==> src/rtl/program_loader.sv <==
// Boot loader: receives a length-prefixed byte image, writes it into CPU memory,
// checks an additive checksum and releases the CPU from reset once the image is good.
module program_loader #(
    parameter int DataWidth = 8,
    parameter int AddrWidth = 8
) (
    input  logic                 Clk,
    input  logic                 Reset,
    input  logic [DataWidth-1:0] RxData,
    input  logic                 RxValid,
    output logic                 RxReady,
    input  logic                 Reload,
    output logic [AddrWidth-1:0] Mem_Addr,
    output logic [DataWidth-1:0] Mem_DOut,
    output logic                 Mem_Wr,
    output logic                 Mem_En,
    output logic                 CPU_Reset,
    output logic                 Done,
    output logic                 Error
);

    typedef enum logic [2:0] {
        S_LEN,
        S_DATA,
        S_SUM,
        S_DONE,
        S_ERROR
    } state_t;

    localparam logic [AddrWidth:0]   CountOne = {{AddrWidth{1'b0}}, 1'b1};
    localparam logic [AddrWidth-1:0] AddrOne  = {{(AddrWidth-1){1'b0}}, 1'b1};
    // A length byte of zero stands for a full 2^AddrWidth-byte image.
    localparam logic [AddrWidth:0]   FullLen  = {1'b1, {AddrWidth{1'b0}}};

    state_t               r_state;
    logic [AddrWidth:0]   r_count;
    logic [AddrWidth-1:0] r_addr;
    logic [DataWidth-1:0] r_sum;

    logic                 w_xfer;
    logic [AddrWidth:0]   w_len;

    assign RxReady = (r_state == S_LEN) || (r_state == S_DATA) || (r_state == S_SUM);
    assign w_xfer  = RxValid && RxReady;
    assign w_len   = (RxData == '0) ? FullLen : (AddrWidth+1)'(RxData);

    // NOTE: every register here is assigned with <= so all of them update together
    // on the edge; a blocking = would let later statements see half-updated state.
    always_ff @(posedge Clk) begin
        if (Reset) begin
            r_state   <= S_LEN;
            r_count   <= '0;
            r_addr    <= '0;
            r_sum     <= '0;
            Mem_Addr  <= '0;
            Mem_DOut  <= '0;
            Mem_Wr    <= 1'b0;
            Mem_En    <= 1'b0;
            CPU_Reset <= 1'b1;
            Done      <= 1'b0;
            Error     <= 1'b0;
        end else begin
            Mem_Wr <= 1'b0;
            Mem_En <= 1'b0;
            case (r_state)
                S_LEN: begin
                    if (w_xfer) begin
                        r_count <= w_len;
                        r_addr  <= '0;
                        r_sum   <= '0;
                        r_state <= S_DATA;
                    end
                end
                S_DATA: begin
                    if (w_xfer) begin
                        Mem_Addr <= r_addr;
                        Mem_DOut <= RxData;
                        Mem_Wr   <= 1'b1;
                        Mem_En   <= 1'b1;
                        r_addr   <= r_addr + AddrOne;
                        r_sum    <= r_sum + RxData;
                        r_count  <= r_count - CountOne;
                        if (r_count == CountOne) begin
                            r_state <= S_SUM;
                        end
                    end
                end
                S_SUM: begin
                    if (w_xfer) begin
                        if (RxData == r_sum) begin
                            r_state   <= S_DONE;
                            Done      <= 1'b1;
                            CPU_Reset <= 1'b0;
                        end else begin
                            r_state <= S_ERROR;
                            Error   <= 1'b1;
                        end
                    end
                end
                S_DONE, S_ERROR: begin
                    if (Reload) begin
                        r_state   <= S_LEN;
                        Done      <= 1'b0;
                        Error     <= 1'b0;
                        CPU_Reset <= 1'b1;
                    end
                end
                default: begin
                    r_state <= S_LEN;
                end
            endcase
        end
    end

endmodule

==> config.mk <==
export PLATFORM = sky130hd
export DESIGN_NAME = program_loader
export DESIGN_NICKNAME = d
export VERILOG_FILES = /design/src/rtl/program_loader.sv
export SDC_FILE = /design/constraint.sdc
export NUM_CORES = 1
export LEC_CHECK = 0
export CAP_MARGIN = 20
export CORE_MARGIN = 2
export CORE_UTILIZATION = 35
export DETAILED_ROUTE_END_ITERATION = 10
export PLACE_DENSITY_LB_ADDON = 0.05
export SYNTH_ARGS = -nofsm -noshare
export SYNTH_HDL_FRONTEND = slang
export SYNTH_SLANG_ARGS = --single-unit
==> constraint.sdc <==
create_clock -name Clk -period 3.1 [get_ports Clk]
set_input_delay 0.93 -clock Clk [delete_from_list [all_inputs] [get_ports Clk]]
set_output_delay 0.93 -clock Clk [all_outputs]
set_load 0.03 [all_outputs]
==> flow_summary.json, run 1 <==
{
  "fillers": 700,
  "timing.final.crit_period_ns": 2.762,
  "timing.hold.ws_ns": 0.4470,
  "setup.worst_path.class": "primary input to flop",
  "critical_path_arrival_ns": 2.96,
  "synth_area_leaders": "sky130_fd_sc_hd__dfxtp_1 (38%), sky130_fd_sc_hd__nand2_1 (8.0%), sky130_fd_sc_hd__a21oi_1 (6.7%), sky130_fd_sc_hd__ha_1 (5.0%), sky130_fd_sc_hd__nor2_1 (4.8%)",
  "timing_hold_violations_final": 0,
  "tightestPinTransition_ns": 0.6559,
  "detail_route.iter0.violations": 151,
  "utilization": 0.4523,
  "timing.clock.skew_ns": 0.006545,
  "drt.antenna.violating_nets": 0,
  "io_buffers": 33,
  "slew_viol_final": 0,
  "initial_core_util": 0.3670,
  "irDropWorstVdd_mv": 0.1792,
  "placement_rows": 30,
  "maxCapViolCount": 0,
  "number_of_remaining_drc_errors": 0,
  "area_growth_from_synthesis_to_layout_pct": 23.23,
  "run_status": "complete, no violations",
  "fin_nets": 366,
  "cts_root_buf": "sky130_fd_sc_hd__clkbuf_8",
  "wl_mm": 6.588,
  "clock_insertion_delay_worst_skew_ns": 0.30,
  "use_met2": 0.2687,
  "timing.critical_path.to_type": "flop",
  "routedWlPerCell_um": 14.97,
  "ctsHoldBuffers": 0,
  "postSynthNetCount": 325,
  "global_route.usage.met3": 0.03078,
  "synth_area_um2": 2521,
  "cts_tree": "built",
  "cts_made_buffers": 5,
  "grt_pass1_wl_mm": 10.87,
  "total_congestion_overflow": 0,
  "finalCritPeriodShare": 0.8908,
  "synth_seq_area_share": 0.3811,
  "crit_path_cell_trace": "clkdlybuf4s50_1 -> ha_1 -> fa_1 -> a21o_1 -> a21oi_1 -> o211ai_1 -> xor2_1 -> a32o_1",
  "resized_after_cts": 0,
  "postSynthCellCount": 302,
  "setup_repair_after_global_routing_missed_its_margin": "false",
  "ys.flop_type": "sky130_fd_sc_hd__dfxtp_1",
  "hp-class": "flop to flop",
  "post_route_cells_drive_above_1_share": 0.1134,
  "boundaryPins": 34,
  "critical_path.max_fanout": 2,
  "globalRouteMet1Util": 0.2669,
  "design.die.area_um2": 7898,
  "clock_tree.htree_level_count": 2,
  "globalplace.congestion": 0.8400,
  "crit_path_max_incr_delay_ns": 0.43,
  "timing.critical_path.slowest_stage_cell": "sky130_fd_sc_hd__clkdlybuf4s50_1",
  "cts_post_setup_buffers_inserted": 0,
  "required_ns": 3.30,
  "post-synth-top-area-cell": "sky130_fd_sc_hd__dfxtp_1",
  "clkTransAtPathRegs_ns": 0.08,
  "number_of_distinct_library_cell_variants_in_the_gate_level_netlist_after_synthesis": 57,
  "detailedPlacementHpwl_mm": 4.670,
  "post_synth_arst_share": 0,
  "insertedDiodeCount": 0,
  "drt_first_pass_iters": 4,
  "antenna_found_initial": 0,
  "post-layout-total-power_mw": 1.364,
  "groute.usage.overall": 0.1790,
  "startpoint_class": "primary input",
  "globalRoute.busiestLayer": "met2",
  "die_x_um": 88.87,
  "yosysWarningCount": 0,
  "clock_path_buffers": 2,
  "vias": 2348,
  "cts.sink_count": 48,
  "synth.ff_latch_count": 48,
  "power.density_cell_area_nw_per_um2": 439.2,
  "synth_edf_count": 0,
  "grt_pass1_vias": 2158,
  "core_um2": 6869,
  "sum_of_negative_setup_slack_ns": 0,
  "slew_headroom": 0.5614,
  "finish_stage_setup_viols": 0,
  "fraction_of_synthesized_cell_area_taken_by_the_top_area_cell_type": 0.3811,
  "vias_per_cell": 5.336,
  "fmax_mhz": 362.1,
  "leakagePower_nw": 1.194,
  "avgSynthCellArea_um2": 8.348,
  "grt_max_degree": 28,
  "die-height_um": 88.87
}
## cell type report
type	instances	area, um2	share of cell area
multi-input cells	227	1395	0.4491
flip-flops and latches	48	960.9	0.3093
repair buffers	53	493.0	0.1587
well taps	96	120.1	0.03866
clock buffers	6	72.57	0.02336
clock inverters	2	35.03	0.01128
inverters	8	30.03	0.009666
## Yosys cell counts, types with 4 or more instances
cell type	instances
sky130_fd_sc_hd__clkbuf_1	4
sky130_fd_sc_hd__nand2_1	54
sky130_fd_sc_hd__a21o_1	4
sky130_fd_sc_hd__a31oi_1	4
sky130_fd_sc_hd__nor3_1	6
sky130_fd_sc_hd__mux2i_1	4
sky130_fd_sc_hd__o21ai_0	8
sky130_fd_sc_hd__buf_2	4
sky130_fd_sc_hd__a211oi_1	4
sky130_fd_sc_hd__nand3_1	8
sky130_fd_sc_hd__nor2_1	32
sky130_fd_sc_hd__xor2_1	4
sky130_fd_sc_hd__a22oi_1	7
sky130_fd_sc_hd__buf_6	5
sky130_fd_sc_hd__inv_1	8
sky130_fd_sc_hd__ha_1	10
sky130_fd_sc_hd__dfxtp_1	48
sky130_fd_sc_hd__a21oi_1	34
## metrics by stage
step                instances  instance area, um2  setup slack (ns)
floorplan                 302                2521            0.6199
global placement          432                2999           0.08238
detailed placement        432                2999           0.04033
CTS                       440                3107            0.3521
global route              440                3107            0.2977
finish                    440                3107            0.3384
## per-layer routing
metal / part of all wire / vias up
li1: - / 1157
met1: 0.51 / 1136
met2: 0.43 / 48
met3: 0.048 / 7
met4: 0.0067 / 0
met5: 0 / -
## worst max-delay path, delay by kind of cell
kind	cells	cell delay, ns
AOI/OAI and AO/OA	4	0.79
adders and majority gates	2	0.65
buffers and inverters	1	0.43
xor gates and xnor gates	1	0.16
## worst paths after layout
| check | from | cells past startpoint | slack, ns | to |
|---|---|---|---|---|
| setup reg to reg | r_sum[0] | 7 | 1.10 | r_sum[6] |
| setup / recovery | RxData[0] | 8 | 0.34 | r_sum[6] |
| hold / removal | CPU_Reset | 2 | 0.45 | CPU_Reset |
| hold reg to reg | CPU_Reset | 2 | 0.45 | CPU_Reset |
## flip-flops by register name, summed over array words and instances, names as in the netlist
register   count
Mem_DOut       8
CPU_Reset      1
Mem_Addr       8
Mem_En         1
Done           1
r_addr         8
r_count        9
r_sum          8
r_state        3
Error          1
## cell families (layout without fill, tap and decap cells)
group | after synthesis | count (layout) | synth area share
adders and majority gates | 11 | 11 | 0.05757
xor gates and xnor gates | 6 | 6 | 0.02084
AOI/OAI and AO/OA | 81 | 81 | 0.2080
DFF | 48 | 48 | 0.3811
muxes | 4 | 4 | 0.01588
buffers and inverters | 27 | 69 | 0.07146
and+or+nand+nor | 125 | 125 | 0.2452
## placed cells by master, fill, tap and decap left out, drive strengths merged, types with 2 or more instances in the layout
| cell | Yosys | routed |
|---|---|---|
| a211oi | 4 | 4 |
| a21o | 4 | 4 |
| a21oi | 34 | 34 |
| a221oi | 3 | 3 |
| a22oi | 7 | 7 |
| a311oi | 3 | 3 |
| a31oi | 4 | 4 |
| a32o | 2 | 2 |
| a41oi | 2 | 2 |
| buf | 10 | 20 |
| clkbuf | 9 | 6 |
| clkdlybuf4s50 | 0 | 33 |
| dfxtp | 48 | 48 |
| ha | 10 | 10 |
| inv | 8 | 8 |
| mux2i | 4 | 4 |
| nand2 | 55 | 55 |
| nand3 | 8 | 8 |
| nand4 | 2 | 2 |
| nor2 | 32 | 32 |
| nor2b | 3 | 3 |
| nor3 | 6 | 6 |
| nor3b | 3 | 3 |
| nor4 | 4 | 4 |
| o21ai | 8 | 8 |
| or3b | 2 | 2 |
| or4 | 2 | 2 |
| xnor2 | 2 | 2 |
| xor2 | 4 | 4 |
## report_power, final
group | internal [mW] | switching (mW)
Combinational | 0.109 | 0.140
Sequential | 0.638 | 0.0210
Clock | 0.240 | 0.217
Total | 0.987 | 0.378
Power figures use the tool's default switching activity.
==> inputs of run 2 (changes only) <==
Settings changed: CORE_MARGIN 2 to 5, DONT_BUFFER_PORTS set to 1, SETUP_SLACK_MARGIN set to 0.3.
==> run 2 against run 1 <==
Compared with the run above:
- die area rose by 14%
- via count fell by 10%
- global-route usage fell by 2.6 points
- clock-buffer cell count did not move
- sequential cell count did not move
- register-to-register slack improved by 0.08 ns
- clock skew rose by 0.0047 ns
- sequential power rose by 3%
- maximum frequency rose by 19%
- power fell by 1.6%
- wire length fell by 0.88%
- cell count fell by 10%
- critical path type is now flop to primary output
- critical endpoint is now RxReady
- largest cell class unchanged
- highest routed layer unchanged
==> flow_summary.json, run 2 (synthesis gave the netlist of run 1 again) <==
{
  "resized_after_cts": 0,
  "grt_pass1_wl_mm": 10.52,
  "sum_of_negative_setup_slack_ns": 0,
  "fmax_mhz": 430.1,
  "clock_insertion_delay_worst_skew_ns": 0.31,
  "max_flop_register": "r_count",
  "placement_rows": 31,
  "routedWlPerCell_um": 16.49,
  "grt_max_degree": 47,
  "tightestPinTransition_ns": 0.6454,
  "maxCapViolCount": 0,
  "ctsHoldBuffers": 0,
  "cts_made_buffers": 5,
  "critical_path.max_fanout": 12,
  "largest_reg_flops": 9,
  "timing.critical_path.to_type": "primary output",
  "critical_path_arrival_ns": 1.40,
  "hp-class": "flop to flop",
  "total_congestion_overflow": 0,
  "design.die.area_um2": 9000,
  "slew_viol_final": 0,
  "cts_post_setup_buffers_inserted": 0,
  "drt_first_pass_iters": 4,
  "globalplace.congestion": 0.7410,
  "run_status": "complete, no violations",
  "setup.worst_path.class": "flop to primary output",
  "irDropWorstVdd_mv": 0.1990,
  "fillers": 794,
  "clock_path_buffers": 2,
  "fin_nets": 319,
  "cts_tree": "built",
  "area_growth_from_synthesis_to_layout_pct": 6.154,
  "core_um2": 7137,
  "antenna_found_initial": 0,
  "timing.hold.ws_ns": 0.4908,
  "post-layout-total-power_mw": 1.343,
  "cp.buffers_inverters": 0,
  "finalCritPeriodShare": 0.7500,
  "multi_input_logic_area_um2": 1395,
  "die-height_um": 94.87,
  "most_frequent_standard_cell_in_the_layout_excluding_fill_and_tap_cells": "sky130_fd_sc_hd__nand2_1",
  "startpoint_class": "flop",
  "groute.usage.overall": 0.1530,
  "number_of_remaining_drc_errors": 0,
  "required_ns": 2.17,
  "clock_tree.htree_level_count": 2,
  "setup_repair_after_global_routing_missed_its_margin": "false",
  "timing.clock.skew_ns": 0.01121,
  "vias_per_cell": 5.333,
  "detail_route.iter0.violations": 141,
  "slew_headroom": 0.5711,
  "power.density_cell_area_nw_per_um2": 501.9,
  "final-seq-area_um2": 960.9,
  "vias": 2112,
  "timing_hold_violations_final": 0,
  "clkTransAtPathRegs_ns": 0.09,
  "die_x_um": 94.87,
  "initial_core_util": 0.3533,
  "commonest_cells_after_routing_fill_and_taps_aside": "sky130_fd_sc_hd__nand2_1 (54), sky130_fd_sc_hd__dfxtp_1 (48), sky130_fd_sc_hd__a21oi_1 (34)",
  "detailedPlacementHpwl_mm": 4.565,
  "cp_top_family": "compound AO/OA/AOI/OAI gates",
  "cts_root_buf": "sky130_fd_sc_hd__clkbuf_8",
  "timing.final.crit_period_ns": 2.325,
  "drt.antenna.violating_nets": 0,
  "crit_path_cell_trace": "a21oi_1",
  "cts.sink_count": 48,
  "io_buffers": 0,
  "insertedDiodeCount": 0,
  "finish_stage_setup_viols": 0,
  "timing.critical_path.slowest_stage_cell": "sky130_fd_sc_hd__a21oi_1",
  "leakagePower_nw": 1.011,
  "wl_mm": 6.530,
  "post_route_cells_drive_above_1_share": 0.08754,
  "boundaryPins": 34,
  "grt_pass1_vias": 1911,
  "crit_path_max_incr_delay_ns": 0.61
}
## run 2: cell count changes in the layout (fill, tap and decap cells not counted), sizes merged
| cell | change |
|---|---|
| buf | -14 |
| clkdlybuf4s50 | -33 |
## run 2: metal layers
layer	track usage	wire, um
met1	0.2225	3330
met2	0.2184	2734
met3	0.03904	368
met4	0.04928	97
met5	0	0
## run 2: layout make-up
class	instances	area share
Clock buffer	6	0.03086
Inverter	8	0.01122
Tap cell	99	0.04628
Timing Repair Buffer	6	0.01683
Clock inverter	2	0.01449
Multi-Input combinational cell	227	0.5213
Sequential cell	48	0.3590
## run 2: worst reg2reg max path, cell delays in order, from the launching register on
cell and delay, ns:
sky130_fd_sc_hd__dfxtp_1 0.32, sky130_fd_sc_hd__ha_1 0.20, sky130_fd_sc_hd__fa_1 0.40, sky130_fd_sc_hd__a21o_1 0.19, sky130_fd_sc_hd__a21oi_1 0.21, sky130_fd_sc_hd__o211ai_1 0.14
sky130_fd_sc_hd__xor2_1 0.15, sky130_fd_sc_hd__a32o_1 0.20
## run 2: stage by stage
stage / area, um2 / utilization / cells / worst slack (ns)
floorplan: 2521 / - / 302 / 0.6199
global placement: 2555 / 0.3580 / 388 / 0.5597
detailed placement: 2555 / 0.3580 / 388 / 0.5442
CTS: 2676 / 0.3750 / 396 / 0.7485
global route: 2676 / 0.3750 / 396 / 0.6968
finish: 2676 / 0.3750 / 396 / 0.7750
## run 2: power breakdown
group | total, mW | switching [mW] | leakage, nW | internal, mW
registers | 0.676 | 0.0375 | 0.390 | 0.638
clock network | 0.490 | 0.226 | 0.0614 | 0.264
logic | 0.178 | 0.102 | 0.559 | 0.0759
total | 1.34 | 0.365 | 1.01 | 0.978
## run 2: worst paths after layout
kind	from	depth (start not counted)	endpoint	slack (ns)
worst min register to register	r_count[7]	2	r_count[7]	0.49
worst max-delay path	r_state[1]	1	RxReady	0.77
worst min-delay path	r_count[7]	2	r_count[7]	0.49
worst max register to register	r_sum[0]	7	r_sum[6]	1.18
